<file path="src/rtl/cache_fill_pkg.sv">
// Shared types for the cache fill engine: register word and fill FSM state encoding.
package cache_fill_pkg;

    typedef logic [31:0] regval_t;

    typedef enum logic [1:0] {
        StIdle,
        StIssue,
        StWait,
        StDone
    } fill_state_t;

endpackage

</file>
<file path="src/rtl/cache_fill.sv">
// Single-word fill engine between the cache miss port and a pipelined read master,
// with a watchdog that aborts transfers the memory never completes.
module cache_fill
    import cache_fill_pkg::*;
#(
    parameter int unsigned ADDR_WIDTH     = 24,
    parameter int unsigned TIMEOUT_CYCLES = 255
) (
    input  logic                  clock,
    input  logic                  reset_n,
    input  logic                  address_enable_i,
    input  regval_t               address_i,
    output logic                  data_valid_o,
    output regval_t               data_o,
    output logic                  mem_read_o,
    output logic [ADDR_WIDTH-1:0] mem_address_o,
    input  logic                  mem_waitrequest_i,
    input  logic                  mem_readdatavalid_i,
    input  regval_t               mem_readdata_i,
    output logic                  busy_o,
    output logic                  timeout_o
);

    localparam int unsigned CntW = $clog2(TIMEOUT_CYCLES + 1);
    localparam logic [CntW-1:0] CntLimit = CntW'(TIMEOUT_CYCLES);

    fill_state_t           state_q, state_d;
    logic [CntW-1:0]       cnt_q, cnt_d;
    logic                  mem_read_q, mem_read_d;
    logic [ADDR_WIDTH-1:0] mem_address_q, mem_address_d;
    regval_t               data_q, data_d;
    logic                  timeout_q, timeout_d;

    logic [ADDR_WIDTH-1:0] req_word;
    logic                  unused_addr_bits;
    logic                  in_flight;
    logic                  data_arrives;

    assign req_word         = address_i[ADDR_WIDTH+1:2];
    assign unused_addr_bits = ^{address_i[31:ADDR_WIDTH+2], address_i[1:0]};

    assign in_flight    = (state_q == StIssue) || (state_q == StWait);
    // Data only counts once the request has been accepted (or on the accepting edge itself).
    assign data_arrives = mem_readdatavalid_i &&
                          ((state_q == StWait) || (state_q == StIssue && !mem_waitrequest_i));

    always_comb begin
        state_d       = state_q;
        cnt_d         = cnt_q;
        mem_read_d    = mem_read_q;
        mem_address_d = mem_address_q;
        data_d        = data_q;
        timeout_d     = 1'b0;

        unique case (state_q)
            StIdle: begin
                if (address_enable_i) begin
                    mem_address_d = req_word;
                    mem_read_d    = 1'b1;
                    cnt_d         = '0;
                    state_d       = StIssue;
                end
            end
            StIssue, StWait: begin
                cnt_d = cnt_q + CntW'(1);
                // A completion on the watchdog's final cycle is still delivered.
                if (data_arrives) begin
                    mem_read_d = 1'b0;
                    data_d     = mem_readdata_i;
                    state_d    = StDone;
                end else if (cnt_d == CntLimit) begin
                    mem_read_d = 1'b0;
                    timeout_d  = 1'b1;
                    state_d    = StIdle;
                end else if (state_q == StIssue && !mem_waitrequest_i) begin
                    mem_read_d = 1'b0;
                    state_d    = StWait;
                end
            end
            StDone: begin
                state_d = StIdle;
            end
            default: begin
                state_d    = StIdle;
                mem_read_d = 1'b0;
            end
        endcase
    end

    always_ff @(posedge clock or negedge reset_n) begin
        if (!reset_n) begin
            state_q       <= StIdle;
            cnt_q         <= '0;
            mem_read_q    <= 1'b0;
            mem_address_q <= '0;
            data_q        <= '0;
            timeout_q     <= 1'b0;
        end else begin
            state_q       <= state_d;
            cnt_q         <= cnt_d;
            mem_read_q    <= mem_read_d;
            mem_address_q <= mem_address_d;
            data_q        <= data_d;
            timeout_q     <= timeout_d;
        end
    end

    assign mem_read_o    = mem_read_q;
    assign mem_address_o = mem_address_q;
    assign data_o        = data_q;
    assign timeout_o     = timeout_q;
    assign busy_o        = (state_q != StIdle) || in_flight;
    assign data_valid_o  = (state_q == StDone) && address_enable_i &&
                           (req_word == mem_address_q);

endmodule

</file>
<file path="config.mk">
export PLATFORM = sky130hd
export DESIGN_NAME = cache_fill
export DESIGN_NICKNAME = d
export VERILOG_FILES = /design/src/rtl/cache_fill_pkg.sv /design/src/rtl/cache_fill.sv
export SDC_FILE = /design/constraint.sdc
export NUM_CORES = 1
export LEC_CHECK = 0
export ABC_AREA = 1
export ABC_CLOCK_PERIOD_IN_PS = 1600
export BUFFER_PORTS_ARGS = -buffer_cell sky130_fd_sc_hd__clkbuf_2
export CORE_ASPECT_RATIO = 0.9
export CORE_MARGIN = 5
export CORE_UTILIZATION = 44
export CTS_CLUSTER_SIZE = 25
export DETAILED_ROUTE_END_ITERATION = 12
export MAX_ROUTING_LAYER = met4
export PLACE_DENSITY = 0.79
export SLEW_MARGIN = 20
export SYNTH_ARGS = -nofsm -noshare
export SYNTH_HDL_FRONTEND = slang
export SYNTH_SLANG_ARGS = --single-unit
</file>
<file path="constraint.sdc">
create_clock -name clock -period 1.6 [get_ports clock]
set_input_delay 0.4 -clock clock [delete_from_list [all_inputs] [get_ports clock]]
set_output_delay 0.4 -clock clock [all_outputs]
set_load 0.05 [all_outputs]
</file>
==> impl_metrics.json, run 1 <==
{
  "period_minus_slack_ns": 2.06,
  "root_buffer": "clkbuf_8",
  "vias": 3083,
  "fin_skew_ns": 0.00897,
  "crit_path_top_delay_cell": "dfrtp_2",
  "drt-pass1-iter-count": 4,
  "grt.total_usage_pct": 18.6,
  "netlist.area_leader.share_pct": 52.9,
  "antenna_cells": 0,
  "p_per_area_nw_per_um2": 2350,
  "relSlewSlack_pct": 76.0,
  "htreeDepth": 3,
  "clkTransAtPathRegs_ns": 0.07,
  "cts_made_buffers": 9,
  "ys_ff_latch": 68,
  "cp_max_fo": 2,
  "outcome": "finished, violations left",
  "dr.first_iter.drc_count": 88,
  "ys_types": 29,
  "p_leak_nw": 2.50,
  "mostFrequentLayoutCells": "nand2_1, clkbuf_2, dfrtp_1",
  "tns_ns": -0.586,
  "gr-total-overflow": 0,
  "antenna_found_initial": 0,
  "syn_to_final_growth_pct": 42.3,
  "grt_pass1_wl_um": 13600,
  "yosysWarnings": 0,
  "cp-end-kind": "output port",
  "critPathArrivalTime_ns": 1.66,
  "rsz0062_at_grt": "yes",
  "clk_path_buf_depth": 2,
  "hold_path.class": "input port to asynchronous set/reset pin",
  "yosysSeqAreaShare_pct": 52.9,
  "fin_ws_ns": -0.458,
  "io_pins": 129,
  "die-area_sq_um": 9120,
  "tritoncts": "yes",
  "slowest_delay_ns": 0.40,
  "nFillCells": 600,
  "yosysTopAreaCell": "dfrtp_1",
  "multi_input_area_sq_um": 1390,
  "wirelength_um": 8010,
  "syn_area_per_cell_sq_um": 8.55,
  "grt_pass1_vias": 3164,
  "final_hold_viol_count": 0,
  "insertion_delay_ns": 0.33,
  "ant_nets": 0,
  "dp_hpwl_um": 6120,
  "fin_util_pct": 64.6,
  "critical_path.cell_chain": "or2_4 -> a221oi_2 -> nand3_1 -> nor2_4 -> buf_12",
  "die_h_um": 91.1,
  "fin_crit_sh_pct": 129,
  "timing.fmax_mhz": 486,
  "gp_congestion": 0.823,
  "synth_area_leaders": "dfrtp_1, nand2_1, o21ai_0",
  "synth_area_sq_um": 3210,
  "vdd_drop_max_mv": 1.31,
  "avgRoutedWirePerCell_um": 12.6,
  "worst_pin_slew_ns": 0.360,
  "slew_violations": 0,
  "routed_via_density": 4.84,
  "setup_viol": 5,
  "port-buffer-count": 120,
  "cts.sink_count": 68,
  "synth_fp_nets": 452,
  "post-route-drc-count": 0,
  "critical_path_class": "register to output port",
  "cp-start-kind": "register",
  "fin_nets": 616,
  "required_ns": 1.20,
  "layout_commonest_cell": "nand2_1",
  "syn_inst": 376,
  "fp-row-count": 29,
  "maxCapViolations": 0,
  "layout-drive-gt1-share_pct": 42.3,
  "p_total_mw": 10.7,
  "start_util_pct": 45.4,
  "register_area_sq_um": 1720,
  "failed_checks": "negative setup slack",
  "core_sq_um": 7080,
  "grt_max_degree": 69,
  "die_x_um": 100
}
==> path summary, 6_finish.rpt <==
| path | start | endpoint | slack [ns] | depth (start not counted) |
|---|---|---|---|---|
| max | mem_address_o[22] | data_valid_o | -0.46 | 5 |
| min | reset_n | data_o[11] | 0.07 | 2 |
| max reg2reg | state_q[1] | state_q[1] | -0.04 | 13 |
| min reg2reg | mem_read_o | mem_read_o | 0.47 | 2 |
| max in group asynchronous | reset_n | mem_address_o[7] | 1.21 | 2 |
| min in group clock | mem_readdata_i[21] | data_o[21] | 0.26 | 3 |
==> flip-flops by register name (all words and copies together), names as in the netlist <==
name / flops
data_o: 32
mem_read_o: 1
state_q: 2
cnt_q: 8
timeout_o: 1
mem_address_o: 24
==> critical path, delay by kind of cell (launching register included) <==
| kind | cells | cell delay, ns |
|---|---|---|
| buf+inv | 1 | 0.14 |
| flops | 1 | 0.40 |
| compound gates | 1 | 0.24 |
| simple gates | 3 | 0.53 |
==> kinds of logic (layout without fill, tap and decap cells) <==
family	Yosys count	after routing	synth area share (%)
AOI/OAI and AO/OA	38	38	6.70
xor gates and xnor gates	9	9	2.45
adders and majority gates	7	7	2.72
buffers and inverters	44	212	5.29
DFF	68	68	52.9
muxes	10	10	3.50
and+or+nand+nor	200	200	26.4
==> cell usage after synthesis <==
library cell,instances
clkbuf_1,6
o211ai_1,1
or2_1,1
nand2_4,2
inv_2,4
nand3_1,10
nor4_1,3
nor2_1,12
a21oi_2,1
xor2_1,7
nand2_2,6
inv_1,30
dfrtp_1,68
or2_2,3
nand3b_1,1
nand2_1,156
a221oi_1,1
a22o_1,1
ha_1,7
o221ai_1,1
o22ai_1,6
nor2_4,3
mux2_2,10
buf_2,4
nor2_2,2
o21ai_1,4
nand3_2,1
xnor2_1,2
o21ai_0,23
==> through the flow <==
stage          area [sq um]  setup slack, ns  instances  hold WS, ns
3_3_place_gp           4280           -0.207        619        0.450
3_5_place_dp           4280           -0.245        619        0.449
4_1_cts                4480           -0.463        635       0.0833
5_1_grt                4570           -0.548        637        0.102
6_report               4570           -0.458        637       0.0745
2_1_floorplan          3250           -0.236        376        0.104
==> power by group <==
| part | total [mW] | internal, mW | switching, mW |
|---|---|---|---|
| registers | 2.97 | 2.50 | 0.478 |
| clock network | 1.34 | 0.750 | 0.594 |
| logic | 6.41 | 2.08 | 4.34 |
| total | 10.7 | 5.32 | 5.41 |
==> final cells by class <==
cell class              instances  area share (%)
well taps                      93            2.54
inverters                      34            2.90
repair buffers                163            22.6
clock inverters                 3           0.876
multi-input cells             264            30.3
clock buffers                  12            3.17
flip-flops and latches         68            37.6
==> metal layers <==
metal	global-route usage, %	vias up	share of wire [%]
met5	-	-	0
met1	21.9	1459	42
met3	4.90	13	7.1
met2	31.2	94	50
li1	-	1517	-
met4	5.61	0	1.5
==> repair_timing <==
item                       4_1_cts  5_1_grt
setup endpoints to repair        6       46
cloned                           0        1
gates resized for setup          4       22
hold buffers                     0        0
pin swaps                        2        9
setup buffers                    1        1
Note: power is estimated with default switching activity, not from simulation.
==> inputs of run 2 (changes only) <==
--- a/config.mk
+++ b/config.mk
@@ -19,3 +19,4 @@
 export SYNTH_ARGS = -nofsm -noshare
 export SYNTH_HDL_FRONTEND = slang
 export SYNTH_SLANG_ARGS = --single-unit
+export TNS_END_PERCENT = 30
==> impl_metrics.json, run 2 (same netlist as run 1, synthesis figures left out) <==
{
  "die-area_sq_um": 9120,
  "io_pins": 129,
  "place_ws_ns": -0.245,
  "routed_via_density": 4.86,
  "worst_pin_slew_ns": 0.360,
  "slowest_delay_ns": 0.40,
  "final_hold_viol_count": 0,
  "insertion_delay_ns": 0.33,
  "grt.total_usage_pct": 18.6,
  "start_util_pct": 45.4,
  "fin_ws_ns": -0.458,
  "htreeDepth": 3,
  "layout.cells.non_filler": 637,
  "outcome": "finished, violations left",
  "gr-total-overflow": 0,
  "fin_util_pct": 64.6,
  "critPathArrivalTime_ns": 1.66,
  "slew_violations": 0,
  "port-buffer-count": 120,
  "layout_commonest_cell": "nand2_1",
  "critical_path_class": "register to output port",
  "maxCapViolations": 0,
  "layout-drive-gt1-share_pct": 42.3,
  "wirelength_um": 8000,
  "critical_path.cell_chain": "or2_4 -> a221oi_2 -> nand3_1 -> nor2_4 -> buf_12",
  "setup_viol": 5,
  "p_per_area_nw_per_um2": 2350,
  "fp-row-count": 29,
  "nFillCells": 600,
  "dp_hpwl_um": 6120,
  "rsz0062_at_grt": "yes",
  "grt_pass1_vias": 3164,
  "cts_made_buffers": 9,
  "cts.sink_count": 68,
  "clk_path_buf_depth": 2,
  "cp_top_family": "simple AND/OR/NAND/NOR gates",
  "dpl-instance-area_sq_um": 4280,
  "die_h_um": 91.1,
  "required_ns": 1.20,
  "fin_nets": 616,
  "dr.first_iter.drc_count": 87,
  "period_minus_slack_ns": 2.06,
  "fin_area_sq_um": 4570,
  "crit_path_top_delay_cell": "dfrtp_2",
  "ant_nets": 0,
  "syn_to_final_growth_pct": 42.3,
  "antenna_found_initial": 0,
  "fin_skew_ns": 0.00897,
  "relSlewSlack_pct": 76.0,
  "grt_pass1_wl_um": 13600,
  "clkTransAtPathRegs_ns": 0.07,
  "p_total_mw": 10.7,
  "vdd_drop_max_mv": 1.31,
  "path_buf_inv": 1,
  "post-route-drc-count": 0,
  "cp-start-kind": "register",
  "tritoncts": "yes",
  "largest_reg_flops": 32,
  "core_sq_um": 7080,
  "p_leak_nw": 2.50,
  "cp_max_fo": 2,
  "drt-pass1-iter-count": 4,
  "dp_cells": 619,
  "fin_crit_sh_pct": 129,
  "cts_hold_buf": 0,
  "timing.fmax_mhz": 486,
  "vias": 3095,
  "hold_path.class": "input port to asynchronous set/reset pin",
  "avgRoutedWirePerCell_um": 12.6,
  "cp-end-kind": "output port",
  "gp_congestion": 0.823,
  "die_x_um": 100,
  "failed_checks": "negative setup slack",
  "mostFrequentLayoutCells": "nand2_1, clkbuf_2, dfrtp_1",
  "grt_max_degree": 69,
  "root_buffer": "clkbuf_8",
  "antenna_cells": 0
}
## run 2: power by group
group          switching, mW  total (mW)  leakage [nW]  internal, mW
clock network          0.593        1.34        0.0962         0.750
registers              0.479        2.98         0.840          2.50
logic                   4.33        6.41          1.56          2.08
## run 2: area by class of cell
class                   instances  area [sq um]  area share (%)
flip-flops and latches         68          1720            37.6
well taps                      93           116            2.54
repair buffers                163          1030            22.6
inverters                      34           133            2.90
clock buffers                  12           145            3.17
multi-input cells             264          1390            30.3
clock inverters                 3          40.0           0.876
## run 2: repair_timing
item / 4_1_cts / 5_1_grt
resized for setup: 4 / 22
gates cloned: 0 / 1
endpoints found under the setup margin: 6 / 46
pin swaps: 2 / 9
setup buffers: 1 / 1
## run 2: metrics by stage
| step | hold WS (ns) | setup TNS [ns] |
|---|---|---|
| floorplan | 0.104 | -0.236 |
| global placement | 0.450 | -0.207 |
| detailed placement | 0.449 | -0.336 |
| CTS | 0.0833 | -0.703 |
| global route | 0.102 | -2.35 |
| finish | 0.0745 | -0.579 |
## run 2: path summary, 6_finish.rpt
kind | slack (ns) | to | startpoint | cells after the start
max reg2reg | -0.03 | state_q[1] | state_q[1] | 13
min in group clock | 0.26 | data_o[21] | mem_readdata_i[21] | 3
max | -0.46 | data_valid_o | mem_address_o[22] | 5
min reg2reg | 0.47 | mem_read_o | mem_read_o | 2
max in group asynchronous | 1.21 | mem_address_o[7] | reset_n | 2
min | 0.07 | data_o[11] | reset_n | 2
## run 2: per-layer routing
| metal | track usage, % | share of wire, % | wire [um] | up-vias |
|---|---|---|---|---|
| met4 | 5.61 | 1.7 | 135 | 0 |
| met2 | 31.2 | 50 | 3970 | 101 |
| met3 | 4.90 | 7.2 | 580 | 15 |
| met1 | 21.9 | 41 | 3310 | 1461 |
| met5 | - | 0 | 0 | - |
| li1 | - | - | - | 1518 |
==> inputs of run 3 (changes only) <==
--- a/config.mk
+++ b/config.mk
@@ -14,7 +14,7 @@
 export CTS_CLUSTER_SIZE = 25
 export DETAILED_ROUTE_END_ITERATION = 12
 export MAX_ROUTING_LAYER = met4
-export PLACE_DENSITY = 0.79
+export PLACE_DENSITY = 0.76
 export SLEW_MARGIN = 20
 export SYNTH_ARGS = -nofsm -noshare
 export SYNTH_HDL_FRONTEND = slang
==> impl_metrics.json, run 3 (same netlist as run 1, synthesis figures left out) <==
{
  "outcome": "finished, violations left",
  "failed_checks": "negative setup slack",
  "vdd_drop_max_mv": 1.65,
  "grt.total_usage_pct": 20.2,
  "dr.first_iter.drc_count": 133,
  "antenna_cells": 0,
  "fp-row-count": 29,
  "cp_max_fo": 2,
  "die_x_um": 100,
  "grt_max_degree": 69,
  "ant_nets": 0,
  "largest_reg_flops": 32,
  "clkTransAtPathRegs_ns": 0.07,
  "die-area_sq_um": 9120,
  "fin_crit_sh_pct": 132,
  "ff2ff_setup_slack_ns": -0.34,
  "required_ns": 1.20,
  "relSlewSlack_pct": 75.8,
  "maxCapViolations": 0,
  "layout_commonest_cell": "nand2_1",
  "r2r_start": "state_q[1]",
  "m1WireLength_um": 3580,
  "hold_path.class": "input port to asynchronous set/reset pin",
  "grt_pass1_wl_um": 14500,
  "multi_input_area_sq_um": 1530,
  "avgRoutedWirePerCell_um": 13.5,
  "cp-start-kind": "register",
  "io_pins": 129,
  "gr-total-overflow": 0,
  "p_leak_nw": 2.63,
  "drt-pass1-iter-count": 5,
  "grt_pass1_vias": 3230,
  "fin_util_pct": 69.3,
  "worstSetupStartpoint": "state_q[1]",
  "wirelength_um": 8790,
  "root_buffer": "clkbuf_8",
  "port-buffer-count": 120,
  "fin_area_sq_um": 4910,
  "cp_top_family": "simple AND/OR/NAND/NOR gates",
  "critical_path_class": "register to output port",
  "register_area_sq_um": 1720,
  "fin_ws_ns": -0.514,
  "cp-end-kind": "output port",
  "fin_skew_ns": 0.00571,
  "timing.fmax_mhz": 473,
  "rsz0062_at_grt": "yes",
  "period_minus_slack_ns": 2.11,
  "cts.sink_count": 68,
  "core_sq_um": 7080,
  "dpl-instance-area_sq_um": 4320,
  "routed_via_density": 4.75,
  "cts_made_buffers": 9,
  "antenna_found_initial": 0,
  "critical_path.cell_chain": "ha_2 -> o211ai_1 -> nor4_1 -> nand3_1 -> nor2_4 -> buf_8",
  "p_per_area_nw_per_um2": 2380,
  "critPathArrivalTime_ns": 1.71,
  "slowest_delay_ns": 0.37,
  "routed-wl-met2_um": 4530,
  "vias": 3085,
  "final_hold_viol_count": 0,
  "post-route-drc-count": 0,
  "fin_nets": 627,
  "layout-drive-gt1-share_pct": 50.0,
  "htreeDepth": 3,
  "gp_congestion": 0.819,
  "slew_violations": 0,
  "mostFrequentLayoutCells": "nand2_1, clkbuf_2, dfrtp_1",
  "dp_hpwl_um": 6130,
  "wl_met3_um": 573,
  "worst_pin_slew_ns": 0.363,
  "crit_path_top_delay_cell": "dfrtp_1",
  "syn_to_final_growth_pct": 52.6,
  "start_util_pct": 45.4,
  "highest_layer": "met4",
  "die_h_um": 91.1,
  "clk_path_buf_depth": 2,
  "setup_viol": 66,
  "tritoncts": "yes",
  "insertion_delay_ns": 0.34,
  "nFillCells": 536,
  "path_buf_inv": 1
}
-- run 3: cell count changes in the layout (fill, tap and decap cells not counted), moves of 3 or more --
cell / change
nand2_1: -28
nand2_2: +25
o21ai_0: -12
o21ai_1: +8
buf_4: +7
o21ai_2: +4
ha_1: -3
ha_4: +3
nand2_4: +3
-- run 3: final cells by class --
class                           instances  area share [%]
Clock buffer                           12            2.96
Clock inverter                          4            1.48
Inverter                               34            2.86
Multi-Input combinational cell        264            31.2
Sequential cell                        68            35.0
Tap cell                               93            2.37
Timing Repair Buffer                  174            24.0
-- run 3: power breakdown --
part	internal [mW]	switching, mW
Combinational	2.47	4.65
Sequential	2.50	0.499
Clock	0.920	0.641
-- run 3: through the flow --
stage	setup TNS (ns)	total power [mW]	setup WS [ns]	hold WS (ns)	std cells
after floorplan	-0.236	7.16	-0.236	0.104	376
after global routing	-21.23	12.4	-0.614	0.0758	649
after detailed placement	-3.56	9.30	-0.395	0.449	627
after global placement	-0.986	9.12	-0.320	0.448	627
after CTS	-6.81	11.3	-0.527	0.0761	649
final	-16.60	11.7	-0.514	0.0608	649
-- run 3: routing by layer --
metal | GRT usage, % | up-vias
met3 | 5.59 | 13
met2 | 32.8 | 102
met4 | 6.17 | 0
met1 | 24.7 | 1442
met5 | - | -
li1 | - | 1528
-- run 3: what timing repair did --
item                                    CTS  global route
hold endpoints to repair                  0             0
gates resized for setup                  33            67
hold buffers                              0             0
cloned                                    3             0
pin swaps                                 3            20
setup buffers                             4             3
endpoints found under the setup margin   41            67
-- run 3: worst register-to-register path: stages (launching register included) --
cell and delay [ns]:
dfrtp_1 0.40, buf_4 0.14, buf_6 0.10, buf_6 0.11
inv_4 0.06, ha_4 0.11, inv_1 0.03, or2_1 0.25
nand2_2 0.12, nand3_4 0.16, inv_8 0.14, buf_12 0.15
nand2_2 0.06, nand2_1 0.05
-- run 3: path summary, 6_finish.rpt --
kind,to,cells after the start
worst min-delay path,data_o[8],2
min in group clock,data_o[2],3
worst min register to register,data_o[23],2
worst max register to register,data_o[4],13
max in group asynchronous,mem_address_o[14],2
worst max-delay path,data_valid_o,6
